==> config.mk <==
export PLATFORM = sky130hd
export DESIGN_NAME = fifo_drain_ctrl_flat
export DESIGN_NICKNAME = d
export VERILOG_FILES = /design/src/rtl/fifo_drain_pkg.sv /design/src/rtl/fifo_drain_ctrl_if.sv /design/src/rtl/drain_skid_buf.sv /design/src/rtl/fifo_drain_ctrl.sv /design/src/flat_wrapper.sv
export SDC_FILE = /design/constraint.sdc
export NUM_CORES = 1
export LEC_CHECK = 0
export ABC_CLOCK_PERIOD_IN_PS = 8480
export BUFFER_PORTS_ARGS = -buffer_cell sky130_fd_sc_hd__buf_2
export CAP_MARGIN = 5
export CORE_AREA = 5 5 70 72
export DETAILED_ROUTE_END_ITERATION = 12
export DIE_AREA = 0 0 75 77
export PLACE_DENSITY = 0.86
export SLEW_MARGIN = 20
export SYNTH_ARGS = -nofsm -noshare
export SYNTH_HDL_FRONTEND = slang
export SYNTH_SLANG_ARGS = --single-unit
==> constraint.sdc <==
create_clock -name clk -period 8.48 [get_ports clk]
set_clock_uncertainty 0.1 [all_clocks]
set_input_delay 0.424 -clock clk [delete_from_list [all_inputs] [get_ports clk]]
set_output_delay 0.424 -clock clk [all_outputs]
set_load 0.02 [all_outputs]
==> src/rtl/fifo_drain_pkg.sv <==
// rtl/fifo_drain_pkg.sv - shared types and default widths for the FIFO drain controller
package fifo_drain_pkg;

  localparam int DEF_FIFO_WIDTH = 16;
  localparam int DEF_LEN_W      = 8;

  typedef enum logic [1:0] {
    IDLE  = 2'd0,
    DRAIN = 2'd1,
    FLUSH = 2'd2,
    DONE  = 2'd3
  } state_e;

endpackage

==> src/rtl/fifo_drain_ctrl_if.sv <==
// rtl/fifo_drain_ctrl_if.sv - FIFO read side and downstream valid/ready stream of the drain controller
interface fifo_drain_ctrl_if
  import fifo_drain_pkg::*;
#(
  parameter int FIFO_WIDTH = DEF_FIFO_WIDTH
) ();

  logic                  fifo_empty;
  logic [FIFO_WIDTH-1:0] fifo_data_out;
  logic                  fifo_underflow;
  logic                  fifo_rd_en;
  logic                  m_valid;
  logic [FIFO_WIDTH-1:0] m_data;
  logic                  m_ready;

  modport master (
    input  fifo_empty, fifo_data_out, fifo_underflow, m_ready,
    output fifo_rd_en, m_valid, m_data
  );

  modport slave (
    output fifo_empty, fifo_data_out, fifo_underflow, m_ready,
    input  fifo_rd_en, m_valid, m_data
  );

endinterface

==> src/rtl/drain_skid_buf.sv <==
// rtl/drain_skid_buf.sv - 2-entry in-order output buffer; entry 0 is always the head
module drain_skid_buf
  import fifo_drain_pkg::*;
#(
  parameter int FIFO_WIDTH = DEF_FIFO_WIDTH
) (
  input  logic                  clk,
  input  logic                  rst,
  input  logic                  push,
  input  logic [FIFO_WIDTH-1:0] push_data,
  input  logic                  pop,
  output logic [1:0]            occ,
  output logic [FIFO_WIDTH-1:0] head
);

  logic [1:0]            occ_q, occ_d;
  logic [FIFO_WIDTH-1:0] ent0_q, ent0_d;
  logic [FIFO_WIDTH-1:0] ent1_q, ent1_d;
  logic                  pop_ok;
  logic                  push_ok;

  assign pop_ok  = pop && (occ_q != 2'd0);
  assign push_ok = push && (occ_q != 2'd2 || pop_ok);

  always_comb begin
    occ_d  = occ_q;
    ent0_d = ent0_q;
    ent1_d = ent1_q;
    case ({push_ok, pop_ok})
      2'b10: begin
        if (occ_q == 2'd0) begin
          ent0_d = push_data;
        end else begin
          ent1_d = push_data;
        end
        occ_d = occ_q + 2'd1;
      end
      2'b01: begin
        ent0_d = ent1_q;
        occ_d  = occ_q - 2'd1;
      end
      2'b11: begin
        // Simultaneous push/pop: shift forward and append, occupancy unchanged.
        if (occ_q == 2'd1) begin
          ent0_d = push_data;
        end else begin
          ent0_d = ent1_q;
          ent1_d = push_data;
        end
      end
      default: ;
    endcase
  end

  always_ff @(posedge clk) begin
    if (rst) begin
      occ_q  <= 2'd0;
      ent0_q <= '0;
      ent1_q <= '0;
    end else begin
      occ_q  <= occ_d;
      ent0_q <= ent0_d;
      ent1_q <= ent1_d;
    end
  end

  assign occ  = occ_q;
  assign head = ent0_q;

endmodule

==> src/rtl/fifo_drain_ctrl.sv <==
// rtl/fifo_drain_ctrl.sv - drains a burst of len words from a FIFO into a valid/ready stream
module fifo_drain_ctrl
  import fifo_drain_pkg::*;
#(
  parameter int FIFO_WIDTH = DEF_FIFO_WIDTH,
  parameter int LEN_W      = DEF_LEN_W
) (
  input  logic              clk,
  input  logic              rst,
  input  logic              start,
  input  logic [LEN_W-1:0]  len,
  output logic              busy,
  output logic              done,
  output logic              err_underflow,
  fifo_drain_ctrl_if.master bus
);

  state_e                state_q, state_d;
  logic [LEN_W-1:0]      rem_q, rem_d;
  logic                  inflight_q, inflight_d;
  logic                  err_q, err_d;
  logic [1:0]            occ;
  logic [FIFO_WIDTH-1:0] head;
  logic                  pop;
  logic                  rd_en;
  logic [2:0]            occ_after;

  assign pop = (occ != 2'd0) && bus.m_ready;

  // Occupancy the buffer will hold once the pending capture and this cycle's pop settle.
  assign occ_after = {1'b0, occ} + {2'b00, inflight_q} - {2'b00, pop};

  always_comb begin
    state_d    = state_q;
    rem_d      = rem_q;
    inflight_d = 1'b0;
    err_d      = err_q;
    rd_en      = 1'b0;
    case (state_q)
      IDLE: begin
        if (start) begin
          rem_d   = len;
          err_d   = 1'b0;
          state_d = (len != '0) ? DRAIN : DONE;
        end
      end
      DRAIN: begin
        rd_en = !rst && (rem_q != '0) && !bus.fifo_empty && (occ_after < 3'd2);
        if (rd_en) begin
          rem_d      = rem_q - LEN_W'(1);
          inflight_d = 1'b1;
          if (rem_q == LEN_W'(1)) begin
            state_d = FLUSH;
          end
        end
      end
      FLUSH: begin
        if (!inflight_q && occ == 2'd0) begin
          state_d = DONE;
        end
      end
      DONE: state_d = IDLE;
      default: state_d = IDLE;
    endcase
    if (bus.fifo_underflow) begin
      err_d = 1'b1;
    end
  end

  always_ff @(posedge clk) begin
    if (rst) begin
      state_q    <= IDLE;
      rem_q      <= '0;
      inflight_q <= 1'b0;
      err_q      <= 1'b0;
    end else begin
      state_q    <= state_d;
      rem_q      <= rem_d;
      inflight_q <= inflight_d;
      err_q      <= err_d;
    end
  end

  drain_skid_buf #(
    .FIFO_WIDTH(FIFO_WIDTH)
  ) u_skid_buf (
    .clk       (clk),
    .rst       (rst),
    .push      (inflight_q),
    .push_data (bus.fifo_data_out),
    .pop       (pop),
    .occ       (occ),
    .head      (head)
  );

  assign bus.fifo_rd_en = rd_en;
  assign bus.m_valid    = (occ != 2'd0);
  assign bus.m_data     = head;
  assign busy           = (state_q != IDLE);
  assign done           = (state_q == DONE);
  assign err_underflow  = err_q;

endmodule
==> src/flat_wrapper.sv <==
// flat-port wrapper written by rule: the top's interface ports become plain ports
module fifo_drain_ctrl_flat import fifo_drain_pkg::*;
#(
  parameter int FIFO_WIDTH = DEF_FIFO_WIDTH,
  parameter int LEN_W      = DEF_LEN_W
)
  (clk, rst, start, len, busy, done, err_underflow, bus_fifo_empty, bus_fifo_data_out, bus_fifo_underflow, bus_m_ready, bus_fifo_rd_en, bus_m_valid, bus_m_data);
  fifo_drain_ctrl_if #(.FIFO_WIDTH(FIFO_WIDTH)) bus_i ();
  input  logic clk;
  input  logic rst;
  input  logic start;
  input  logic [LEN_W-1:0] len;
  output logic busy;
  output logic done;
  output logic err_underflow;
  input wire logic [$bits(bus_i.fifo_empty)-1:0] bus_fifo_empty;
  input wire logic [$bits(bus_i.fifo_data_out)-1:0] bus_fifo_data_out;
  input wire logic [$bits(bus_i.fifo_underflow)-1:0] bus_fifo_underflow;
  input wire logic [$bits(bus_i.m_ready)-1:0] bus_m_ready;
  output wire logic [$bits(bus_i.fifo_rd_en)-1:0] bus_fifo_rd_en;
  output wire logic [$bits(bus_i.m_valid)-1:0] bus_m_valid;
  output wire logic [$bits(bus_i.m_data)-1:0] bus_m_data;
  assign bus_i.fifo_empty = bus_fifo_empty;
  assign bus_i.fifo_data_out = bus_fifo_data_out;
  assign bus_i.fifo_underflow = bus_fifo_underflow;
  assign bus_i.m_ready = bus_m_ready;
  assign bus_fifo_rd_en = bus_i.fifo_rd_en;
  assign bus_m_valid = bus_i.m_valid;
  assign bus_m_data = bus_i.m_data;
  fifo_drain_ctrl #(.FIFO_WIDTH(FIFO_WIDTH), .LEN_W(LEN_W)) u_core (.clk(clk), .rst(rst), .start(start), .len(len), .busy(busy), .done(done), .err_underflow(err_underflow), .bus(bus_i));
endmodule
* After elaboration in Yosys (flattened, before gate mapping) *
Cells that the tools add are included.

word-level totals
  bits in registers = 46
  logic and storage cells = 80
  bits of input ports = 30
  output and inout port bits = 21

operators by class
  add/sub/neg operators = 5
  equal/unequal tests = 16
  bitwise logic cells = 1
  muxes and demuxes = 21
  magnitude comparators = 1
  reduce and logical (&&, ||, !) cells = 29

operators by type and width
  operator                                               count
  two-way mux 16 bit                                     4
  case mux 16 bit (3 select lines)                       1
  case mux 16 bit (2 select lines)                       1
  two-way mux 8 bit                                      2
  case mux 8 bit (2 select lines)                        1
  nonzero test 8 bit                                     2
  nonzero test 2 bit                                     7
  two-way mux 2 bit                                      5
  equality test 2 bit, second input constant             4
  equality test 8 x 1 -> 1 bit, second input constant    1
  inequality test 2 x 1 -> 1 bit, second input constant  4
  inequality test 2 bit, second input constant           4
  case mux 2 bit (4 select lines)                        1
  subtractor 8 x 1 -> 8 bit, second input constant       1
  logical AND 1 bit                                      7
  equality test 2 x 1 -> 1 bit, second input constant    3
  AND reduction 3 bit                                    2
  two-way mux 1 bit                                      5
  logical NOT 2 bit                                      2
  case mux 2 bit (2 select lines)                        1
  AND reduction 2 bit                                    2
  AND reduction 4 bit                                    1
  adder 2 x 1 -> 3 bit                                   1
  logical NOT 1 bit                                      3
  8 further kinds                                        8

* Logic depth before layout (Yosys ltp) *
Gate-level depths: netlist of run 1.

  depth in word-level cells = 8
  depth in mapped cells = 12

* By module *
A second synthesis of run 1 with hierarchy kept.

second synthesis, totals
  cells, all modules = 260
  area, all modules = 2386.0 um^2

by module, submodules not included
  module           area an instance (um^2)  cells an instance  instances
  drain_skid_buf   1440.1                   146                1
  fifo_drain_ctrl  945.9                    114                1

* Worst setup path after synthesis of run 1 *
OpenSTA, ideal clock, no wires.

  path kind = register -> output
  start point = reg u_core.u_skid_buf.occ_q[1] (netlist: u_core.u_skid_buf.occ[1])
  end point = out bus_fifo_rd_en
  stages on the path, launching flop included = 11
  data required time = 7.956 ns
  arrival time = 2.613 ns
  setup slack = 5.343 ns
  cell sequence = dfxtp_1 > inv_1 > ha_1 > nand2b_1 > inv_1 > ha_1 > nand2b_1 > fa_1 > xnor2_1 > nand3_2 > nor3_1

on the way
  cells in the longest elaborated chain, start to end = 6

ends and longest elaborated chain
  what                                                          RTL line               RTL
  start: declaration                                            drain_skid_buf.sv:16   logic [1:0] occ_q, occ_d;
  start signal: assignment                                      drain_skid_buf.sv:57   occ_q <= 2'd0;
  start signal: assignment                                      drain_skid_buf.sv:61   occ_q <= occ_d;
  branches (longest 2 deep; another with adder 2 x 1 -> 3 bit)  --
  subtractor 3 x 1 -> 3 bit (*)                                 fifo_drain_ctrl.sv:31  assign occ_after = {1'b0, occ} + {2'b00, inflight_q} - {2'b00, pop};
  < comparator 3 x 2 -> 1 bit (*)                               fifo_drain_ctrl.sv:48  rd_en = !rst && (rem_q != '0) && !bus.fifo_empty && (occ_after < 3'd2);
  logical AND 1 bit (*)                                         fifo_drain_ctrl.sv:48
  two-way mux 1 bit (*)                                         fifo_drain_ctrl.sv:39  case (state_q)
  end: declaration                                              flat_wrapper.sv:20     output wire logic [$bits(bus_i.fifo_rd_en)-1:0] bus_fifo_rd_en;

Mark *: on every way between the ends.

* Worst setup path after layout of run 1 *
Same ends and word-level chain as after synthesis.

==> results.json, run 1 <==
{
  "initial_core_util_pct": 55.7,
  "dpl.hpwl_um": 3640,
  "placed_cell_area_sq_um": 2610,
  "ys.flop_type": "dfxtp_1",
  "ctsResizeCount": 0,
  "design_area_sq_um": 2700,
  "path_buf_inv": 3,
  "cts.sinks": 46,
  "cpMaxStageDelayCell": "dfxtp_1",
  "p_int_mw": 0.542,
  "cp-start-kind": "flip-flop",
  "dp.cells": 349,
  "initialDrtViolationCount": 106,
  "crit_required_ns": 7.96,
  "maxCapViolations": 0,
  "p_sw_share_pct": 45.3,
  "pin_count": 51,
  "yosys_warnings": 0,
  "setup-violations-final": 0,
  "drive_gt1_share_pct": 22.3,
  "slew_headroom_pct": 30.6,
  "synth_top_area_share_pct": 39.0,
  "clock_path_buffers": 2,
  "cts.clk_slew.worst_paths_ns": 0.09,
  "critPathMaxFanout": 9,
  "dr.pass1.iters": 4,
  "ir_drop_mv": 0.191,
  "synthTopCellsByArea": "dfxtp_1 (39%), mux2i_1 (14%), nor2_1 (7.3%)",
  "postLayoutCoreUtil_pct": 63.7,
  "ys_async_sr_fraction_pct": 0,
  "synth_edf_count": 0,
  "gr-total-overflow": 0,
  "placement.setup.worst_slack_ns": 5.24,
  "htree_levels": 2,
  "syn_inst": 260,
  "fmax_mhz": 285,
  "clkLatencyLatePin_ns": 0.30,
  "antenna_found_initial": 0,
  "final.setup.tns_ns": 0,
  "synth_common_cells": "dfxtp_1 (46), nor2_1 (46), mux2i_1 (34)",
  "numCtsBuffers": 5,
  "yosys.area.top_type": "dfxtp_1",
  "cts_tree": "built",
  "std_cell_rows": 24,
  "comb_power_share_pct": 52.8,
  "clkPwrFrac_pct": 14.1,
  "area_delta_synth_final_pct": 14.3,
  "post_synth_num_cell_types": 43,
  "ys_seq_area_share_pct": 39.0,
  "busiest_layer": "met2",
  "grt_use_met1_pct": 21.1,
  "worst_slack_ns": 4.97,
  "seq_power_share_pct": 33.1,
  "critical_path_arrival_ns": 2.99,
  "core-area_sq_um": 4230,
  "wire_per_inst_um": 14.0,
  "via_per_inst": 5.69,
  "status": "finished, final reports clean",
  "gp_congestion": 0.894,
  "hold_buffers": 0,
  "first_global_vias": 1978,
  "die_h_um": 77,
  "via_count": 2033,
  "avgSynthCellArea_sq_um": 9.07,
  "drc": 0,
  "endpoint_kind": "output port",
  "crit_path_cell_trace": "inv_1, ha_1, nand2b_1, inv_1, ha_1, nand2b_1, fa_1, xnor2_1, nand3_2, nor3_1, buf_2",
  "cts_root_buf": "clkbuf_8",
  "hold_viol_final": 0,
  "syn-cell-area_sq_um": 2360,
  "finalCritPeriodShare_pct": 41.4,
  "diodes": 0,
  "ant_nets": 0,
  "period_minus_slack_ns": 3.51,
  "grt_max_degree": 49,
  "gr-usage-met2_pct": 31.2,
  "slew_violations": 0,
  "min_path_type": "primary input to flip-flop",
  "finalNonFillerCells": 357,
  "cp_slowest_stage_delay_ns": 0.46,
  "die-area_sq_um": 5780,
  "power_density_nw_per_um2": 367,
  "drt-total-wl_um": 5020,
  "worst_pin_slew_ns": 1.04,
  "cp_top_family": "adder cells",
  "critical_path_class": "flip-flop to output port",
  "power.switching_mw": 0.449,
  "p_leak_nw": 1.34,
  "use_met3_pct": 5.88,
  "syn_nets": 302,
  "synth_seq_cells": 46,
  "fin_nets": 346,
  "port_buffers": 50,
  "grt_pass1_wl_um": 8490,
  "post_cts_buffers": 0,
  "die_w_um": 75,
  "track_usage_pct": 18.2,
  "rsz0062_at_grt": "false"
}
## power groups by stage
stage | clock network (mW) | registers, mW | logic [mW]
floorplan | 0 | 0.370 | 0.377
global placement | 0 | 0.331 | 0.512
detailed placement | 0 | 0.333 | 0.524
CTS | 0.144 | 0.328 | 0.526
global route | 0.152 | 0.339 | 0.586
finish | 0.140 | 0.328 | 0.523
## cells by family (layout without fill, tap and decap cells)
group	Yosys count	count (layout)	synth area share [%]
and+or+nand+nor	88	88	18.4
adders and majority gates	12	12	6.68
DFF	46	46	39.0
buffers and inverters	27	72	5.15
xor gates and xnor gates	2	2	0.743
AOI/OAI and AO/OA	51	51	15.5
muxes	34	34	14.4
## sequential cells by signal, summed over array words and instances, names as in the netlist
register and flops:
u_core.u_skid_buf.ent1_q 16, u_core.u_skid_buf.head 16, u_core.rem_q 8, u_core.state_q 2
u_core.u_skid_buf.occ 2, u_core.err_underflow 1, u_core.inflight_q 1
## final cells by class
cell class	count	area (sq um)
fill	363	1540
multi-input combinational	187	1320
sequential	46	921
timing repair buffer	50	250
clock buffer	5	68.8
tap	52	65.1
inverter	14	52.6
clock inverter	3	22.5
## through the flow
step,hold slack [ns],power (mW)
2_1_floorplan,0.363,0.747
3_3_place_gp,0.358,0.843
3_5_place_dp,0.373,0.857
4_1_cts,0.218,0.999
5_1_grt,0.249,1.08
6_report,0.229,0.990
## final timing paths
check	cells past startpoint	from	slack, ns	end
setup / recovery	11	u_core.u_skid_buf.occ[1]$_SDFFE_PP0P_	4.97	bus_fifo_rd_en
hold / removal	3	bus_fifo_underflow	0.23	u_core.err_underflow$_SDFFE_PP0P_
setup reg to reg	12	u_core.u_skid_buf.occ[1]$_SDFFE_PP0P_	5.24	u_core.rem_q[4]$_SDFFE_PP0P_
hold reg to reg	2	u_core.err_underflow$_SDFFE_PP0P_	0.39	u_core.err_underflow$_SDFFE_PP0P_
## worst reg2reg max path: stages (launching register included)
cell and delay, ns:
dfxtp_1 0.46, inv_1 0.10, ha_1 0.21, nand2b_1 0.22
inv_1 0.13, ha_1 0.23, nand2b_1 0.15, fa_1 0.37
xnor2_1 0.18, nand3_2 0.22, nor4b_1 0.42, o221a_1 0.26
nor2_1 0.04
## per-layer routing
layer | part of all wire [%] | vias up
met1 | 42 | 943
li1 | - | 1016
met2 | 48 | 63
met5 | 0 | -
met4 | 1.5 | 0
met3 | 7.9 | 11
## cells in the final DEF, fill, tap and decap left out, types with 2 or more instances in the layout
cell      synthesis  routed
a211oi_1         21      21
a21oi_1           8       8
a311oi_1          2       2
a31o_2            3       3
a32oi_1           2       2
and3_1            3       3
buf_2             4      50
clkbuf_8          0       5
dfxtp_1          46      46
ha_1             11      11
inv_1            14      14
inv_6             0       2
mux2i_1          34      34
nand2_1          12      12
nand2b_1          3       3
nand3_1           3       3
nand3b_1          2       2
nor2_1           46      46
nor3_1            5       5
nor4_1            2       2
o21ai_0           6       6
o32ai_1           2       2
or3_1             2       2
xnor2_1           2       2
(Power assumes the default switching activity.)
==> run 2, diff against run 1 <==
--- a/config.mk
+++ b/config.mk
@@ -5,13 +5,14 @@
 export SDC_FILE = /design/constraint.sdc
 export NUM_CORES = 1
 export LEC_CHECK = 0
-export ABC_CLOCK_PERIOD_IN_PS = 8480
+export ABC_AREA = 1
+export ABC_CLOCK_PERIOD_IN_PS = 3650
 export BUFFER_PORTS_ARGS = -buffer_cell sky130_fd_sc_hd__buf_2
 export CAP_MARGIN = 5
-export CORE_AREA = 5 5 70 72
+export CORE_AREA = 5 5 74 76
 export DETAILED_ROUTE_END_ITERATION = 12
-export DIE_AREA = 0 0 75 77
-export PLACE_DENSITY = 0.86
+export DIE_AREA = 0 0 79 81
+export PLACE_DENSITY = 0.79
 export SLEW_MARGIN = 20
 export SYNTH_ARGS = -nofsm -noshare
 export SYNTH_HDL_FRONTEND = slang
==> constraint.sdc (replaced) <==
create_clock -name clk -period 3.65 [get_ports clk]
set_clock_uncertainty 0.1 [all_clocks]
set_input_delay 0.1825 -clock clk [delete_from_list [all_inputs] [get_ports clk]]
set_output_delay 0.1825 -clock clk [all_outputs]
set_load 0.02 [all_outputs]
==> run 2 against run 1 <==
  * Non-clock buffer count grew 1
  * Synthesized cell count grew 28%
  * Wire length grew 6.1%
  * Critical path type unchanged
  * Largest cell class unchanged
  * Highest routed layer unchanged
==> results.json, run 2 <==
{
  "status": "finished, final reports clean",
  "yosys.area.top_type": "dfxtp_1",
  "maxCapViolations": 0,
  "critical_path_class": "flip-flop to output port",
  "rsz0062_at_grt": "false",
  "drive_gt1_share_pct": 22.9,
  "initial_core_util_pct": 52.2,
  "fin_nets": 416,
  "dr.pass1.iters": 4,
  "gr-usage-met2_pct": 31.1,
  "track_usage_pct": 17.7,
  "ctsResizeCount": 0,
  "gp_congestion": 0.862,
  "avgSynthCellArea_sq_um": 7.32,
  "grt_max_degree": 39,
  "worst_slack_ns": 0.374,
  "multi_input_area_sq_um": 1280,
  "clkLatencyLatePin_ns": 0.30,
  "power_density_nw_per_um2": 857,
  "synthTopCellsByArea": "dfxtp_1 (38%), nand2_1 (8.5%), nor2_1 (7.4%)",
  "via_per_inst": 5.12,
  "yosys_warnings": 0,
  "p_sw_share_pct": 43.4,
  "path_buf_inv": 5,
  "regArea_sq_um": 921,
  "final.setup.tns_ns": 0,
  "comb_power_share_pct": 49.5,
  "ys_async_sr_fraction_pct": 0,
  "slew_headroom_pct": 41.1,
  "htree_levels": 2,
  "wire_per_inst_um": 12.4,
  "p_leak_nw": 1.43,
  "crit_path_cell_trace": "inv_2, ha_1, inv_2, nand2_2, inv_2, ha_1, or2_2, fa_1, nand3_1, nor2_1, nand3_1, inv_1, buf_2",
  "std_cell_rows": 25,
  "min_path_type": "primary input to flip-flop",
  "use_met3_pct": 4.77,
  "postLayoutCoreUtil_pct": 60.1,
  "die_h_um": 81,
  "finalCritPeriodShare_pct": 89.8,
  "ys_seq_area_share_pct": 37.9,
  "cp_slowest_stage_delay_ns": 0.48,
  "syn_inst": 332,
  "post_synth_num_cell_types": 30,
  "area_delta_synth_final_pct": 15.1,
  "diodes": 0,
  "slew_violations": 0,
  "placed_cell_area_sq_um": 2660,
  "design_area_sq_um": 2800,
  "fillers": 415,
  "die-area_sq_um": 6400,
  "setup-violations-final": 0,
  "cpMostUsedCell": "inv_2",
  "critPathMaxFanout": 5,
  "initialDrtViolationCount": 96,
  "drt-total-wl_um": 5320,
  "synth_seq_cells": 46,
  "period_minus_slack_ns": 3.28,
  "cts_tree": "built",
  "syn_nets": 374,
  "cts.sinks": 46,
  "power.switching_mw": 1.04,
  "seq_power_share_pct": 31.2,
  "via_count": 2196,
  "p_int_mw": 1.36,
  "hold_buffers": 0,
  "synth_most_common_cell": "nand2_1",
  "busiest_layer": "met2",
  "ant_nets": 0,
  "finalPower_mw": 2.40,
  "cp_top_family": "adder cells",
  "final_common_cell": "nand2_1",
  "pin_count": 51,
  "synth_edf_count": 0,
  "drc": 0,
  "gr-total-overflow": 0,
  "fmax_mhz": 305,
  "mostFrequentLayoutCells": "nand2_1 (55), buf_2 (50), nor2_1 (48)",
  "crit_required_ns": 3.37,
  "die_w_um": 79,
  "ys.flop_type": "dfxtp_1",
  "synth_top_area_share_pct": 37.9,
  "whs_ns": 0.0189,
  "cts.clk_slew.worst_paths_ns": 0.09,
  "first_global_vias": 2154,
  "syn-cell-area_sq_um": 2430,
  "cp-start-kind": "flip-flop",
  "worst_pin_slew_ns": 0.881,
  "placement.setup.worst_slack_ns": 0.628,
  "numCtsBuffers": 5,
  "cts_root_buf": "clkbuf_8",
  "cpMaxStageDelayCell": "fa_1",
  "ir_drop_mv": 0.407,
  "core-area_sq_um": 4660,
  "grt_pass1_wl_um": 9170,
  "antenna_found_initial": 0,
  "hold_viol_final": 0,
  "dp.cells": 421,
  "clock_path_buffers": 2,
  "grt_use_met1_pct": 20.8,
  "endpoint_kind": "output port",
  "synth_common_cells": "nand2_1 (55), nor2_1 (48), dfxtp_1 (46)",
  "port_buffers": 50,
  "finalNonFillerCells": 429,
  "clkPwrFrac_pct": 19.4,
  "post_cts_buffers": 0,
  "critical_path_arrival_ns": 2.99,
  "dpl.hpwl_um": 3850
}
[run 2: cell count changes in the layout (fill, tap and decap cells not counted), sizes merged, moves of 15 or more]
cell and delta:
a211oi -20, a21oi +20, inv +18, nand2 +45
nand3 +15, mux2i -22, o21ai +38
[run 2: final cells by class]
type,instances,share of cell area [%]
clock inverter,2,2.15
multi-input combinational,236,45.8
timing repair buffer,51,9.21
clock buffer,6,2.95
tap,54,2.41
inverter,34,4.56
sequential,46,32.9
[run 2: logic make-up after synthesis]
| kind of cell | after synthesis | share of synthesized area, % |
|---|---|---|
| fa+ha+maj | 12 | 6.48 |
| buf+inv | 50 | 9.37 |
| flops | 46 | 37.9 |
| xor+xnor | 1 | 0.360 |
| compound gates | 76 | 17.5 |
| simple gates | 135 | 23.5 |
| mux | 12 | 4.94 |
[run 2: worst reg2reg max path, cell delays in order, from the launching register on]
cell     delay, ns
dfxtp_1       0.43
inv_2         0.09
ha_1          0.23
inv_2         0.09
nand2_2       0.11
inv_2         0.08
ha_1          0.21
or2_2         0.30
fa_1          0.48
nand3_1       0.08
nor2_1        0.17
nand3_1       0.17
nand2_2       0.19
nand3_1       0.09
nand2_1       0.08
inv_1         0.04
nor2_1        0.07
[run 2: final timing paths]
check                           depth (start not counted)                                end                                   from  slack, ns
worst max-delay path                                   13                     bus_fifo_rd_en  u_core.u_skid_buf.occ[1]$_SDFFE_PP0P_       0.37
worst min-delay path                                    3  u_core.err_underflow$_SDFFE_PP0P_                     bus_fifo_underflow       0.02
worst max register to register                         16       u_core.rem_q[7]$_SDFFE_PP0P_  u_core.u_skid_buf.occ[1]$_SDFFE_PP0P_       0.58
worst min register to register                          2       u_core.rem_q[1]$_SDFFE_PP0P_           u_core.rem_q[1]$_SDFFE_PP0P_       0.37
[run 2: per-layer routing]
metal  vias to the layer above  share of wire [%]
met3                         6                6.0
met1                       974                 46
met5                         -                  0
met2                        49                 46
met4                         0                1.2
li1                       1167                  -
[run 2: power by group through the flow]
| stage | Clock (mW) | Combinational (mW) | Sequential [mW] |
|---|---|---|---|
| 3_5_place_dp | 0 | 1.19 | 0.757 |
| 4_1_cts | 0.471 | 1.20 | 0.748 |
| 5_1_grt | 0.499 | 1.36 | 0.767 |
| 2_1_floorplan | 0 | 0.836 | 0.841 |
| 6_report | 0.465 | 1.19 | 0.748 |
| 3_3_place_gp | 0 | 1.17 | 0.753 |
==> run 3, diff against run 2 <==
--- a/config.mk
+++ b/config.mk
@@ -12,6 +12,7 @@
 export CORE_AREA = 5 5 74 76
 export DETAILED_ROUTE_END_ITERATION = 12
 export DIE_AREA = 0 0 79 81
+export MAX_ROUTING_LAYER = met4
 export PLACE_DENSITY = 0.79
 export SLEW_MARGIN = 20
 export SYNTH_ARGS = -nofsm -noshare
==> run 3 against run 2 <==
  * Critical path depth is the same
  * Clock power decreased by 20%
  * Combinational power hardly changed
  * Register-to-register slack improved by 0.05 ns
  * Maximum frequency is 1.5% higher
  * Non-clock buffer count unchanged
  * Die area did not move
  * Wire length down 2.5%
==> results.json, run 3 (same netlist as run 2, synthesis figures left out) <==
{
  "status": "finished, final reports clean",
  "ir_drop_mv": 0.416,
  "worst_pin_slew_ns": 0.907,
  "fillers": 432,
  "ant_nets": 0,
  "drt-total-wl_um": 5190,
  "port_buffers": 50,
  "clkLatencyLatePin_ns": 0.29,
  "crit_required_ns": 3.37,
  "rsz0062_at_grt": "false",
  "cts_tree": "built",
  "r2r_start": "u_core.u_skid_buf.occ[1]$_SDFFE_PP0P_",
  "htree_levels": 2,
  "wire_per_inst_um": 12.1,
  "via_count": 2177,
  "critical_path_arrival_ns": 2.94,
  "whs_endpoint": "u_core.err_underflow$_SDFFE_PP0P_",
  "core-area_sq_um": 4660,
  "hold_buffers": 0,
  "wl_met3_um": 382,
  "final.setup.tns_ns": 0,
  "cts.sinks": 46,
  "period_minus_slack_ns": 3.23,
  "maxCapViolations": 0,
  "cpMostUsedCell": "inv_2",
  "die_w_um": 79,
  "via_per_inst": 5.07,
  "top_layer_used": "met4",
  "dr.pass1.iters": 4,
  "postLayoutCoreUtil_pct": 59.4,
  "dpl.hpwl_um": 3790,
  "crit_path_cell_trace": "inv_2, ha_1, inv_2, nand2_2, inv_2, ha_1, or2_2, fa_1, nand3_1, nor2_1, nand3_1, inv_1, buf_2",
  "ctsResizeCount": 0,
  "cts_root_buf": "clkbuf_8",
  "fmax_mhz": 310,
  "std_cell_rows": 25,
  "finalPower_mw": 2.31,
  "initialDrtViolationCount": 200,
  "initial_core_util_pct": 52.2,
  "track_usage_pct": 17.6,
  "critical_path_class": "flip-flop to output port",
  "finalCritPeriodShare_pct": 88.4,
  "cts.clk_slew.worst_paths_ns": 0.08,
  "power_density_nw_per_um2": 836,
  "slew_violations": 0,
  "final_common_cell": "nand2_1",
  "wl_met1_um": 2450,
  "first_global_vias": 2076,
  "pin_count": 51,
  "rrSetupSlack_ns": 0.63,
  "area_delta_synth_final_pct": 13.8,
  "hold_viol_final": 0,
  "hp-start": "bus_fifo_underflow",
  "slew_headroom_pct": 39.4,
  "timing.rr.end": "u_core.rem_q[4]$_SDFFE_PP0P_",
  "drive_gt1_share_pct": 22.7,
  "clock_path_buffers": 2,
  "antenna_found_initial": 0,
  "post_cts_buffers": 0,
  "endpoint_kind": "output port",
  "mostFrequentLayoutCells": "nand2_1 (55), buf_2 (50), nor2_1 (48)",
  "diodes": 0,
  "p_leak_nw": 1.41,
  "hold_depth": 3,
  "cp-start-kind": "flip-flop",
  "gr-total-overflow": 0,
  "fin_nets": 416,
  "path_depth": 13,
  "cpMaxStageDelayCell": "fa_1",
  "setup-violations-final": 0,
  "path_buf_inv": 5,
  "numCtsBuffers": 5,
  "whs_ns": 0.0270,
  "gp_congestion": 0.897,
  "die-area_sq_um": 6400,
  "cp_slowest_stage_delay_ns": 0.48,
  "die_h_um": 81,
  "reg2reg_depth": 16,
  "critPathMaxFanout": 5,
  "drc": 0,
  "grt_max_degree": 39,
  "cp_top_family": "adder cells",
  "min_path_type": "primary input to flip-flop",
  "grt_pass1_wl_um": 8940,
  "wl_met2_um": 2340
}
run 3: cell type report:
type	instances	area [sq um]	area share (%)
repair buffers	51	258	9.32
multi-input cells	236	1280	46.4
flip-flops and latches	46	921	33.3
clock buffers	6	72.6	2.62
clock inverters	2	37.5	1.36
inverters	34	128	4.61
well taps	54	67.6	2.44
run 3: stage by stage:
step | setup slack (ns) | std cells | instance area (sq um)
2_1_floorplan | 0.841 | 332 | 2430
3_3_place_gp | 0.737 | 421 | 2660
3_5_place_dp | 0.646 | 421 | 2660
4_1_cts | 0.405 | 429 | 2770
5_1_grt | 0.225 | 429 | 2770
6_report | 0.424 | 429 | 2770
run 3: how the worst max path moves through the flow:
stage                                                from                           end  slack (ns)
global placement    u_core.u_skid_buf.occ[1]$_SDFFE_PP0P_  u_core.rem_q[5]$_SDFFE_PP0P_        0.74
detailed placement  u_core.u_skid_buf.occ[1]$_SDFFE_PP0P_  u_core.rem_q[7]$_SDFFE_PP0P_        0.65
finish              u_core.u_skid_buf.occ[1]$_SDFFE_PP0P_                bus_fifo_rd_en        0.42
CTS                 u_core.u_skid_buf.occ[1]$_SDFFE_PP0P_                bus_fifo_rd_en        0.41
global route        u_core.u_skid_buf.occ[0]$_SDFFE_PP0P_                bus_fifo_rd_en        0.23
floorplan           u_core.u_skid_buf.occ[1]$_SDFFE_PP0P_  u_core.rem_q[5]$_SDFFE_PP0P_        0.84
run 3: metal layers:
metal | track usage, % | up-vias
met4 | 3.61 | 0
met5 | - | -
met2 | 29.0 | 72
li1 | - | 1164
met1 | 21.8 | 939
met3 | 4.55 | 2
run 3: where the power goes:
| group | total, mW | internal (mW) | switching, mW |
|---|---|---|---|
| combinational | 1.20 | 0.416 | 0.780 |
| sequential | 0.745 | 0.651 | 0.0937 |
| clock | 0.371 | 0.204 | 0.167 |
| total | 2.31 | 1.27 | 1.04 |
run 3: worst reg2reg max path: cells and delay by family, from the launching register on:
family	cells	cell delay (ns)
buf+inv	3	0.25
simple gates	10	1.28
flops	1	0.42
fa+ha+maj	3	0.94
